$ cat config.mk
export PLATFORM = sky130hd
export DESIGN_NAME = pc_fetch_ctrl_flat
export DESIGN_NICKNAME = d
export VERILOG_FILES = /design/src/rtl/pc_fetch_ctrl_if.sv /design/src/rtl/pc_fetch_ctrl.sv /design/src/flat_wrapper.sv
export SDC_FILE = /design/constraint.sdc
export NUM_CORES = 1
export LEC_CHECK = 0
export CORE_ASPECT_RATIO = 1.2
export CORE_UTILIZATION = 52
export DETAILED_ROUTE_END_ITERATION = 12
export PLACE_DENSITY = 0.85
export SKIP_LAST_GASP = 1
export SLEW_MARGIN = 15
export SYNTH_ARGS = -nofsm -noshare
export SYNTH_HDL_FRONTEND = slang
export SYNTH_SLANG_ARGS = --single-unit
export TNS_END_PERCENT = 5
$ cat constraint.sdc
create_clock -name clk -period 3.7 [get_ports clk]
set_clock_uncertainty 0.2 [all_clocks]
set_input_delay 0.37 -clock clk [delete_from_list [all_inputs] [get_ports clk]]
set_output_delay 0.37 -clock clk [all_outputs]
set_load 0.01 [all_outputs]
$ cat src/rtl/pc_fetch_ctrl_if.sv
// Control-unit side bus of the fetch/sequencing stage.
// master drives the decoded control signals; slave is the fetch controller.
interface pc_fetch_ctrl_if #(
  parameter int unsigned AW = 10,
  parameter int unsigned CW = 16
);
  logic          start;
  logic          s_inc;
  logic          fin;
  logic          we3;
  logic [AW-1:0] jump_addr;
  logic          alu_zero;
  logic [AW-1:0] pc;
  logic          z;
  logic          rf_we;
  logic          running;
  logic          halted;
  logic [CW-1:0] instr_count;

  modport master (
    output start, s_inc, fin, we3, jump_addr, alu_zero,
    input  pc, z, rf_we, running, halted, instr_count
  );

  modport slave (
    input  start, s_inc, fin, we3, jump_addr, alu_zero,
    output pc, z, rf_we, running, halted, instr_count
  );
endinterface

$ cat src/rtl/pc_fetch_ctrl.sv
// Program-counter sequencer: IDLE/RUN/HALT control, next-PC select, zero-flag latch,
// register-file write gating and retired-instruction counting.
module pc_fetch_ctrl #(
  parameter int unsigned AW = 10,
  parameter int unsigned CW = 16
) (
  input  logic           clk,
  input  logic           reset,
  pc_fetch_ctrl_if.slave bus
);

  typedef enum logic [1:0] {StIdle, StRun, StHalt} state_e;

  state_e        state_q, state_d;
  logic [AW-1:0] pc_q, pc_d;
  logic          z_q, z_d;
  logic [CW-1:0] cnt_q, cnt_d;

  always_ff @(posedge clk) begin
    if (reset) begin
      state_q <= StIdle;
      pc_q    <= '0;
      z_q     <= 1'b0;
      cnt_q   <= '0;
    end else begin
      state_q <= state_d;
      pc_q    <= pc_d;
      z_q     <= z_d;
      cnt_q   <= cnt_d;
    end
  end

  always_comb begin
    state_d = state_q;
    pc_d    = pc_q;
    z_d     = z_q;
    cnt_d   = cnt_q;
    unique case (state_q)
      StIdle: begin
        pc_d = '0;
        if (bus.start) state_d = StRun;
      end
      StRun: begin
        // The fin instruction still retires, so it is counted.
        if (cnt_q != '1) cnt_d = cnt_q + CW'(1);
        if (bus.fin) begin
          state_d = StHalt;
        end else begin
          pc_d = bus.s_inc ? pc_q + AW'(1) : bus.jump_addr;
          if (bus.we3) z_d = bus.alu_zero;
        end
      end
      StHalt: begin
        if (bus.start) begin
          state_d = StRun;
          pc_d    = '0;
          z_d     = 1'b0;
          cnt_d   = '0;
        end
      end
      default: state_d = StIdle;
    endcase
  end

  always_comb begin
    bus.pc          = pc_q;
    bus.z           = z_q;
    bus.instr_count = cnt_q;
    bus.running     = (state_q == StRun);
    bus.halted      = (state_q == StHalt);
    // Stale decodes outside RUN must never write the register file.
    bus.rf_we       = bus.we3 && (state_q == StRun) && !bus.fin;
  end

endmodule
$ cat src/flat_wrapper.sv
// flat-port wrapper written by rule: the top's interface ports become plain ports
module pc_fetch_ctrl_flat 
#(
  parameter int unsigned AW = 10,
  parameter int unsigned CW = 16
)
  (clk, reset, bus_start, bus_s_inc, bus_fin, bus_we3, bus_jump_addr, bus_alu_zero, bus_pc, bus_z, bus_rf_we, bus_running, bus_halted, bus_instr_count);
  pc_fetch_ctrl_if #(.AW(AW), .CW(CW)) bus_i ();
  input  logic clk;
  input  logic reset;
  input wire logic [$bits(bus_i.start)-1:0] bus_start;
  input wire logic [$bits(bus_i.s_inc)-1:0] bus_s_inc;
  input wire logic [$bits(bus_i.fin)-1:0] bus_fin;
  input wire logic [$bits(bus_i.we3)-1:0] bus_we3;
  input wire logic [$bits(bus_i.jump_addr)-1:0] bus_jump_addr;
  input wire logic [$bits(bus_i.alu_zero)-1:0] bus_alu_zero;
  output wire logic [$bits(bus_i.pc)-1:0] bus_pc;
  output wire logic [$bits(bus_i.z)-1:0] bus_z;
  output wire logic [$bits(bus_i.rf_we)-1:0] bus_rf_we;
  output wire logic [$bits(bus_i.running)-1:0] bus_running;
  output wire logic [$bits(bus_i.halted)-1:0] bus_halted;
  output wire logic [$bits(bus_i.instr_count)-1:0] bus_instr_count;
  assign bus_i.start = bus_start;
  assign bus_i.s_inc = bus_s_inc;
  assign bus_i.fin = bus_fin;
  assign bus_i.we3 = bus_we3;
  assign bus_i.jump_addr = bus_jump_addr;
  assign bus_i.alu_zero = bus_alu_zero;
  assign bus_pc = bus_i.pc;
  assign bus_z = bus_i.z;
  assign bus_rf_we = bus_i.rf_we;
  assign bus_running = bus_i.running;
  assign bus_halted = bus_i.halted;
  assign bus_instr_count = bus_i.instr_count;
  pc_fetch_ctrl #(.AW(AW), .CW(CW)) u_core (.clk(clk), .reset(reset), .bus(bus_i));
endmodule
* After elaboration in Yosys (flattened, before gate mapping)
Cells that the tools add are included.
Cells by class: add/sub/neg operators 2, eq/ne operators 9, mux-type cells 14, reductions and logical operators 11
Operator list (count):
- $mux W16 | 2
- $pmux W16 S2 | 1
- $mux W10 | 3
- $pmux W10 S3 | 1
- $add A16 B1 Y16 const B | 1
- $ne A16 B16 Y1 const B | 1
- $add A10 B1 Y10 const B | 1
- $ne A2 B2 Y1 const B | 4
- $reduce_and A3 Y1 | 2
- $mux W2 | 2
- $ne A2 B1 Y1 const B | 2
- $pmux W2 S2 | 1
- $reduce_and A4 Y1 | 1
- $mux W1 | 3
- $reduce_bool A3 Y1 | 1
- $eq A2 B1 Y1 const B | 1
- $eq A2 B2 Y1 const B | 1
- $logic_and A1 B1 Y1 | 2
- $logic_not A2 Y1 | 1
- $pmux W1 S2 | 1
- $reduce_and A2 Y1 | 1
- $reduce_bool A2 Y1 | 1
- $reduce_or A2 Y1 | 1
- $logic_not A1 Y1 | 1
Storage, ports and cells: bits in registers 29, input port bits 17, output and inout port bits 30, word-level logic and storage cells 40

* Logic depth before layout (Yosys ltp)
depth after elaboration 4, gate-level depth with buffers 6, gate-level depth less buffers 5

* Worst setup path after synthesis
Ideal clock, no wire load.
path kind reg-to-reg, from register u_core.pc_q[0] (netlist: u_core.bus.pc[0]), to register u_core.pc_q[6] (netlist: u_core.bus.pc[6]), setup time 0.117 ns, data arrival time 1.456 ns, data required time 3.383 ns, slack 1.927 ns, cell stages (with the launch flop) 6, period minus slack after synthesis 1.773 ns, cells stage by stage dfxtp_1 ha_1 nand3_1 or2_2 a32o_1 a32o_1
Between the ends: word-level cells in the longest chain between the ends 4
RTL lines:
- start: declaration | RTL line pc_fetch_ctrl.sv:15 | logic [AW-1:0] pc_q, pc_d;
- start signal: assignment | RTL line pc_fetch_ctrl.sv:27 | pc_q <= pc_d;
- $add A10 B1 Y10 | RTL line pc_fetch_ctrl.sv:49 | pc_d = bus.s_inc ? pc_q + AW'(1) : bus.jump_addr;
- $mux W10 | RTL line pc_fetch_ctrl.sv:49
- $mux W10 | RTL line pc_fetch_ctrl.sv:46 | if (bus.fin) begin
- $pmux W10 S3 | RTL line pc_fetch_ctrl.sv:38 | unique case (state_q)
Every way passes these cells. The select of a mux whose other input is x is not followed. A chain may end at the register's enable or synchronous reset.

* Worst setup path in the final report
from input port bus_fin, to output port bus_rf_we
Between the ends: word-level cells in the longest chain between the ends 2
RTL lines:
- start: declaration | RTL line flat_wrapper.sv:13 | input wire logic [$bits(bus_i.fin)-1:0] bus_fin;
- $logic_not A1 Y1 | RTL line pc_fetch_ctrl.sv:72 | bus.rf_we = bus.we3 && (state_q == StRun) && !bus.fin;
- $logic_and A1 B1 Y1 | RTL line pc_fetch_ctrl.sv:72
- end: declaration | RTL line flat_wrapper.sv:19 | output wire logic [$bits(bus_i.rf_we)-1:0] bus_rf_we;
Every way passes these cells.

==> results.json <==
{
  "outcome": "finished clean",
  "synth_adder_area_share_pct": 1.42,
  "maxCapViolCount": 0,
  "critical_path_class": "in2out",
  "worstPathArrival_ns": 2.06,
  "post-place-cells": 287,
  "hp-class": "reg2reg",
  "rows": 22,
  "p_clk_share_pct": 36.1,
  "cts_buffers": 5,
  "worst_pin_slew_ns": 0.588,
  "synth_top_family_by_area": "simple AND/OR/NAND/NOR gates",
  "synth_top_area_share_pct": 33.0,
  "antenna_found_initial": 0,
  "grt_pass1_wl_um": 7220,
  "cts_resized": 0,
  "drt_pass1_iterations": 4,
  "powerDensity_mw_per_mm2": 278,
  "end_kind": "output port",
  "wl_per_cell_um": 14.7,
  "seq_power_share_pct": 50.6,
  "final_hold_viol_count": 0,
  "grt_pass1_vias": 1608,
  "synth.area.mux_share_pct": 7.96,
  "rsz0062_at_grt": "no",
  "postLayoutCellArea_mm2": 0.00230,
  "slowest_stage": "clkdlybuf4s50_1",
  "finalSetupViolCount": 0,
  "place_area_mm2": 0.00223,
  "power_switching_w": 0.000171,
  "cts_buffer_depth": 2,
  "nets": 277,
  "synthArstFlopShare_pct": 0,
  "clockRootBuffer": "clkbuf_4",
  "crit_buf_inv": 2,
  "synthDistinctLibCells": 54,
  "p_int_w": 0.000471,
  "antennaDiodeCount": 0,
  "gp_congestion": 0.800,
  "synth_xor_xnor_area_share_pct": 0.995,
  "drc_errors": 0,
  "yosys-top-cells-area": "dfxtp_1 33%, mux2i_1 8.0%, nand2_1 5.5%",
  "startpoint": "bus_fin",
  "drv_slew": 0,
  "cts_sinks": 29,
  "drtIter0Drc": 76,
  "via_per_inst": 6.02,
  "slew_headroom_pct": 60.3,
  "ir_worst_vdd_mv": 0.208,
  "synth_fp_nets": 231,
  "leakagePower_nw": 0.785,
  "hold_start": "u_core.bus.z",
  "max_freq_ghz": 0.380,
  "wl_um": 4320,
  "swShare_pct": 26.6,
  "r2r_start": "u_core.bus.instr_count[0]",
  "vias": 1775,
  "post-route-min-period_ns": 2.63,
  "path_cells": "clkdlybuf4s50_1 > nor3b_2 > and2_1 > clkdlybuf4s50_1",
  "drive_above_1_share_pct": 9.65,
  "grt-ovfl-total": 0,
  "path_max_fanout": 7,
  "critPathTopFamily": "buffers and inverters",
  "yosysTopAreaCell": "dfxtp_1",
  "die_w_um": 55.1,
  "period_share_pct": 71.1,
  "synthSimpleGateAreaFrac_pct": 32.7,
  "tns_ns": 0,
  "io_buffers": 46,
  "drtAntennaViolNets": 0,
  "dp_hpwl_um": 3150,
  "cts_tree": "built",
  "start_util_pct": 56.1,
  "start_kind": "primary input",
  "utilization_pct": 73.4,
  "area_growth_pct": 30.9,
  "io_pins": 47,
  "yosysWarningCount": 0,
  "cp_data_required_time_ns": 3.13,
  "cts_setup_buffers": 0,
  "synth-edff-count": 0,
  "h-tree-depth": 2,
  "ys_seq_area_share_pct": 33.0,
  "insertion_delay_ns": 0.34,
  "groute.usage.overall_pct": 27.2,
  "timing.critical_path.mode_cell": "clkdlybuf4s50_1",
  "synth_seq_cells": 29,
  "max_stage_delay_ns": 0.54,
  "synth-compound-area-share_pct": 20.5,
  "stdcell_count": 295,
  "syn_area_mm2": 0.00176,
  "die_y_um": 65.7,
  "cts-hold-fix-buffers": 0,
  "pwr-share-comb_pct": 13.4,
  "avgSynthCellArea_um2": 8.30,
  "syn_inst": 212,
  "ys.flop_type": "dfxtp_1",
  "dieArea_mm2": 0.00362,
  "grt_start_max_net_pins": 18,
  "fp.coreArea_mm2": 0.00314,
  "clkTransAtPathRegs_ns": 0.10
}
[cells in the final DEF, fill, tap and decap left out, types with 3 or more instances in the layout]
cell type / n
clkdlybuf4s50_1: 46
dfxtp_1: 29
nand2_1: 26
a21oi_1: 15
mux2i_1: 14
or3_1: 13
nand3_1: 11
nor2_1: 9
o21ai_0: 9
nand4_1: 7
inv_1: 5
a211oi_1: 5
clkbuf_4: 5
nand2b_1: 3
and2_1: 3
nor2b_1: 3
nor3_1: 3
o31ai_1: 3
or4_1: 3
[final cells by class]
cell class              instances  area, µm²
flip-flops and latches         29        581
repair buffers                 47        468
clock buffers                   7       65.1
clock inverters                 1       5.00
fillers                       251        833
inverters                       6       22.5
well taps                      36       45.0
multi-input cells             169       1120
[per-layer routing]
| layer | GRT usage, % | share of wire (%) | vias up |
|---|---|---|---|
| met2 | 44.7 | 51 | 52 |
| li1 | - | - | 886 |
| met1 | 33.2 | 43 | 827 |
| met3 | 4.86 | 3.8 | 10 |
| met4 | 12.2 | 1.8 | 0 |
| met5 | 0 | 0 | - |
[flip-flops by register name, indices dropped and copies added (netlist names)]
signal,count
u_core.bus.pc,10
u_core.state_q,2
u_core.bus.instr_count,16
u_core.bus.z,1
[metrics by stage]
| stage | setup slack, ns | total power, W | hold slack [ns] |
|---|---|---|---|
| after detailed placement | 1.09 | 0.000417 | 0.286 |
| after floorplan | 1.93 | 0.000379 | 0.299 |
| final | 1.07 | 0.000642 | 0.296 |
| after global placement | 1.12 | 0.000415 | 0.280 |
| after CTS | 1.08 | 0.000644 | 0.300 |
| after global routing | 0.957 | 0.000665 | 0.322 |
[final timing paths]
check	cells past startpoint	to	slack, ns
min reg2reg	2	u_core.bus.z	0.30
max	4	bus_rf_we	1.07
min	2	u_core.bus.z	0.30
max reg2reg	5	u_core.bus.instr_count[1]	1.77
[worst min-delay path: stages (launching register included)]
cell and delay (ns):
dfxtp_1 0.32, nand3b_1 0.07, a21oi_1 0.06
[power by group through the flow]
stage          registers [W]  clock network, W  logic (W)
5_1_grt             0.000325          0.000245  0.0000949
2_1_floorplan       0.000332                 0  0.0000469
3_3_place_gp        0.000331                 0  0.0000840
6_report            0.000324          0.000231  0.0000858
4_1_cts             0.000324          0.000234  0.0000859
3_5_place_dp        0.000331                 0  0.0000857
[synthesized netlist by cell type (2+ instances only)]
master	instances
nor2b_1	3
o21ai_0	9
nand4_1	7
nor2_1	9
nor3_1	3
a32o_1	2
ha_1	2
mux2i_1	14
xor2_1	2
or3_1	13
and2_1	3
nand3_1	11
a22oi_1	2
nor4_1	2
dfxtp_1	29
inv_1	5
a21oi_1	15
a211oi_1	5
o31ai_1	3
clkbuf_1	5
nand2_1	26
a21o_1	2
nand2b_1	3
or3_2	2
or4_1	3
o2bb2ai_1	2
and3_1	2
o31ai_2	2
[logic make-up (layout without fill, tap and decap cells)]
family / count (synthesis) / in the layout
and+or+nand+nor: 101 / 101
AOI/OAI and AO/OA: 50 / 50
DFF: 29 / 29
muxes: 14 / 14
buffers and inverters: 14 / 61
adders and majority gates: 2 / 2
xor gates and xnor gates: 2 / 2
(Power assumes the default switching activity.)
==> patch 1, RTL diff (same flow settings) <==
Take the reset off `pc_q` and load it in a clocked block of its own.
--- a/src/rtl/pc_fetch_ctrl.sv
+++ b/src/rtl/pc_fetch_ctrl.sv
@@ -20,13 +20,15 @@
     if (reset) begin
       state_q <= StIdle;
-      pc_q    <= '0;
       z_q     <= 1'b0;
       cnt_q   <= '0;
     end else begin
       state_q <= state_d;
-      pc_q    <= pc_d;
       z_q     <= z_d;
       cnt_q   <= cnt_d;
     end
+  end
+
+  always_ff @(posedge clk) begin
+    pc_q <= pc_d;
   end
 
Formal check against the unedited RTL: differs if reset is asserted again (counterexample within 4 cycles, from zero or initial values and one cycle with reset high); with reset held inactive, the same outputs for 10 cycles.
==> patch 1 against the unedited design <==
Via count decreased by 11%. Wire length decreased by 3.1%. Worst setup slack got worse by 180 ps. Synthesized area decreased by 7.2%. Sequential share of layout area increased by 6.2 points. Total power increased by 3.7%. Core utilization increased by 1.5 points. Hold slack improved by 21 ps. Register-to-register slack got worse by 420 ps. Combinational power increased by 40%. Sequential cell count unchanged. Cell area decreased by 6.0%. Largest cell class unchanged.
==> patch 1: results (changes against the unedited design) <==
final_layout_size_suffix_gt1_frac: 0.0830  # was 0.0965
p_leak_nw: 0.729  # was 0.785 nW
wire_per_inst_um: 15.9  # was 14.7 um
seq_area_frac_synth: 0.417  # was 0.330
power_uw: 665  # was 642 uW
dp_slack_ps: 1270  # was 1090 ps
status: "finished clean"  # unchanged
synthesis.nets: 200  # was 231
ys.flop_type: "dfxtp_1"  # unchanged
max_freq_mhz: 356  # was 380 MHz
grt_pass1_vias: 1513  # was 1608
switching_share: 0.273  # was 0.266
synth_edf_count: 10  # was 0
antennaDiodeCount: 0  # unchanged
worstMarginPinSlew_ps: 751  # was 588 ps
totalWireLength_mm: 4.19  # was 4.32 mm
cp_max_fo: 17  # was 7
reg2reg_depth: 4  # was 5
antenna_found_initial: 0  # unchanged
dr.first_iter.drc_count: 52  # was 76
r2r_setup_slack_ps: 1350  # was 1770 ps
pwr-share-seq: 0.551  # was 0.506
synthTopCellsByArea: "dfxtp_1 23%, edfxtp_1 18%, nor2_1 5.1%"  # was dfxtp_1 33%, mux2i_1 8.0%, nand2_1 5.5%
ys_types: 46  # was 54
grt_first_pass_wirelength_mm: 6.86  # was 7.22 mm
via_count: 1581  # was 1775
dp_hpwl_mm: 2.99  # was 3.15 mm
grt_max_degree: 19  # was 18
arrival_ps: 2240  # was 2060 ps
routabilityCongestion: 0.963  # was 0.800
nets: 247  # was 277
syn_avg_cell_area_sq_um: 9.03  # was 8.30 sq um
holdPathStages: 2  # unchanged
dp.cells: 255  # was 287
grt_use_total: 0.274  # was 0.272
comb_power_share: 0.181  # was 0.134
hp-class: "flip-flop to flip-flop"  # unchanged
ys_top_cells_by_count: "22 x nor2_1, 19 x dfxtp_1, 18 x nand2_1"  # was 29 x dfxtp_1, 26 x nand2_1, 15 x a21oi_1
cts_buffer_depth: 2  # unchanged
path_clk_slew_ps: 90
cts_inserted_buffers: 5  # unchanged
irDropWorstVdd_uv: 263  # was 208 uV
async_flop_share: 0  # unchanged
patch 1: cell type report:
type | instances | area (sq um)
multi-input cells | 140 | 908
fillers | 215 | 723
flip-flops and latches | 29 | 681
repair buffers | 47 | 468
clock buffers | 7 | 45.0
well taps | 34 | 42.5
inverters | 5 | 18.8
clock inverters | 1 | 3.75
patch 1: logic make-up after synthesis:
family | count (synthesis) | synth area share
compound gates | 44 | 0.205
xor+xnor | 11 | 0.0590
fa+ha+maj | 2 | 0.0153
buf+inv | 12 | 0.0276
flops | 29 | 0.417
mux | 4 | 0.0253
simple gates | 79 | 0.251
patch 1: final timing paths:
check | endpoint | start
worst min register to register | u_core.bus.z$_SDFFE_PP0P_ | u_core.bus.z$_SDFFE_PP0P_
worst min-delay path | u_core.bus.z$_SDFFE_PP0P_ | u_core.bus.z$_SDFFE_PP0P_
worst max register to register | u_core.bus.instr_count[9]$_SDFFE_PP0P_ | u_core.state_q[1]$_SDFFE_PP0P_
worst max-delay path | bus_rf_we | u_core.state_q[1]$_SDFFE_PP0P_
patch 1: stage by stage:
stage          hold slack [ps]  instance area [sq um]
3_3_place_gp               276                   2120
2_1_floorplan              310                   1630
4_1_cts                    317                   2170
5_1_grt                    351                   2170
3_5_place_dp               303                   2120
6_report                   317                   2170
patch 1: critical path: stages (launching register included):
cell and delay (ps):
dfxtp_1 360, nand2b_1 480, nor3b_1 460, clkdlybuf4s50_1 600
patch 1: routing by layer:
| metal | global-route usage | vias up | routed length [um] |
|---|---|---|---|
| met2 | 0.459 | 60 | 2130 |
| met1 | 0.320 | 747 | 1750 |
| li1 | - | 770 | - |
| met4 | 0.0954 | 0 | 38 |
| met5 | 0 | - | 0 |
| met3 | 0.0870 | 4 | 271 |
==> patch 2, RTL diff (same flow settings) <==
Without the edit above. `CW` is set to 16 in 3 places; all go to 32.
--- a/src/rtl/pc_fetch_ctrl_if.sv
+++ b/src/rtl/pc_fetch_ctrl_if.sv
@@ -3,5 +3,5 @@
 interface pc_fetch_ctrl_if #(
   parameter int unsigned AW = 10,
-  parameter int unsigned CW = 16
+  parameter int unsigned CW = 32
 );
   logic          start;
--- a/src/rtl/pc_fetch_ctrl.sv
+++ b/src/rtl/pc_fetch_ctrl.sv
@@ -3,5 +3,5 @@
 module pc_fetch_ctrl #(
   parameter int unsigned AW = 10,
-  parameter int unsigned CW = 16
+  parameter int unsigned CW = 32
 ) (
   input  logic           clk,
--- a/src/flat_wrapper.sv
+++ b/src/flat_wrapper.sv
@@ -3,5 +3,5 @@
 #(
   parameter int unsigned AW = 10,
-  parameter int unsigned CW = 16
+  parameter int unsigned CW = 32
 )
   (clk, reset, bus_start, bus_s_inc, bus_fin, bus_we3, bus_jump_addr, bus_alu_zero, bus_pc, bus_z, bus_rf_we, bus_running, bus_halted, bus_instr_count);
Interface: changed (resized bus_instr_count); port bits go from 47 to 63. No check against the original RTL was run, so the function may have changed too.
==> patch 2 against the unedited design <==
Sequential cell count grew 16. First-iteration DRC count rose to 5.0 times the old value. Critical path depth is 2 higher. Fmax down 10%. Count of clock-buffer cells in the layout is the same. Total power rose by 55%. Cell area grew 46%. Die area is 49% higher. Synthesized area grew 50%. Wire length is 75% higher. Via count up 65%. Worst setup slack got worse by 290 ps. Global-route usage increased by 1.7 points. Critical endpoint is now u_core.bus.instr_count[6]$_SDFFE_PP0P_. Largest cell class unchanged.
==> patch 2: results (changes against the unedited design) <==
fill_cells: 435  # was 251
routabilityCongestion: 0.775  # was 0.800
fp.dieW_um: 67.2  # was 55.1 um
grt_max_degree: 28  # was 18
maxSlewHeadroom: 0.377  # was 0.603
seq-cell-share: 0.267  # was 0.252
via_count: 2926  # was 1775
area_growth_pct: 27.2  # was 30.9%
status: "finished clean"  # unchanged
ys_types: 53  # was 54
dr.first_iter.drc_count: 377  # was 76
totalWireLength_mm: 7.59  # was 4.32 mm
synth_seq_cells: 45  # was 29
synthTopCellsByArea: "dfxtp_1 34%, a21oi_1 7.0%, o21ai_0 4.7%"  # was dfxtp_1 33%, mux2i_1 8.0%, nand2_1 5.5%
nets: 405  # was 277
buffer_area_frac: 0.193  # was 0.203
syn_inst: 337  # was 212
reg2reg_depth: 6  # was 5
reg2reg_to: "u_core.bus.instr_count[6]$_SDFFE_PP0P_"  # was u_core.bus.instr_count[1]$_SDFFE_PP0P_
clkCellAreaFrac: 0.0345  # was 0.0304
grt_first_pass_wirelength_mm: 12.1  # was 7.22 mm
grt_pass1_vias: 2677  # was 1608
multi_input_area_sq_um: 1590  # was 1120 sq um
largest_reg_flops: 32  # was 16
stdcell_count: 447  # was 295
whs_ps: 293  # was 296 ps
grt_util_met3: 0.0597  # was 0.0486
synthesis.nets: 356  # was 231
cp_max_fo: 23  # was 7
placement.io_buffers: 62  # was 46
worst_hold_path.endpoint: "u_core.bus.pc[9]$_SDFFE_PP0P_"  # was u_core.bus.z$_SDFFE_PP0P_
num-nonclk-buffers: 66  # was 47
crit_type: "flip-flop to flip-flop"  # was input pin to primary output
cts_root_buf: "clkbuf_8"  # was clkbuf_4
clock_latency_ps: 300  # was 340 ps
placed_area_sq_um: 3250  # was 2230 sq um
r2r_setup_slack_ps: 780  # was 1770 ps
hold_start: "u_core.bus.pc[9]$_SDFFE_PP0P_"  # was u_core.bus.z$_SDFFE_PP0P_
gr-usage-met1: 0.331  # was 0.332
arrival_ps: 2960  # was 2060 ps
seq_area_frac_synth: 0.340  # was 0.330
## patch 2: logic make-up (layout without fill, tap and decap cells)
kind of cell | after synthesis | after routing | share of synthesized area
flops | 45 | 45 | 0.340
simple gates | 143 | 143 | 0.305
mux | 3 | 3 | 0.0113
xor+xnor | 1 | 1 | 0.00331
fa+ha+maj | 2 | 2 | 0.00945
compound gates | 110 | 110 | 0.273
buf+inv | 33 | 83 | 0.0586
## patch 2: worst max-delay path, stage by stage (launching register included)
cell and delay (ps):
dfxtp_1 410, ha_1 250, nand4_2 200, or4_4 630, o31ai_4 760, o21ai_0 220
a21oi_1 180
## patch 2: report_power, final
part / total [mW] / switching (mW) / internal, mW
Sequential: 0.496 / 0.00726 / 0.489
Clock: 0.396 / 0.175 / 0.220
Combinational: 0.105 / 0.0602 / 0.0451
## patch 2: per-layer routing
metal  up-vias  routed length, um
met5         -                  0
met4         0                157
li1       1393                  -
met1      1388               3140
met3        19                569
met2       126               3720
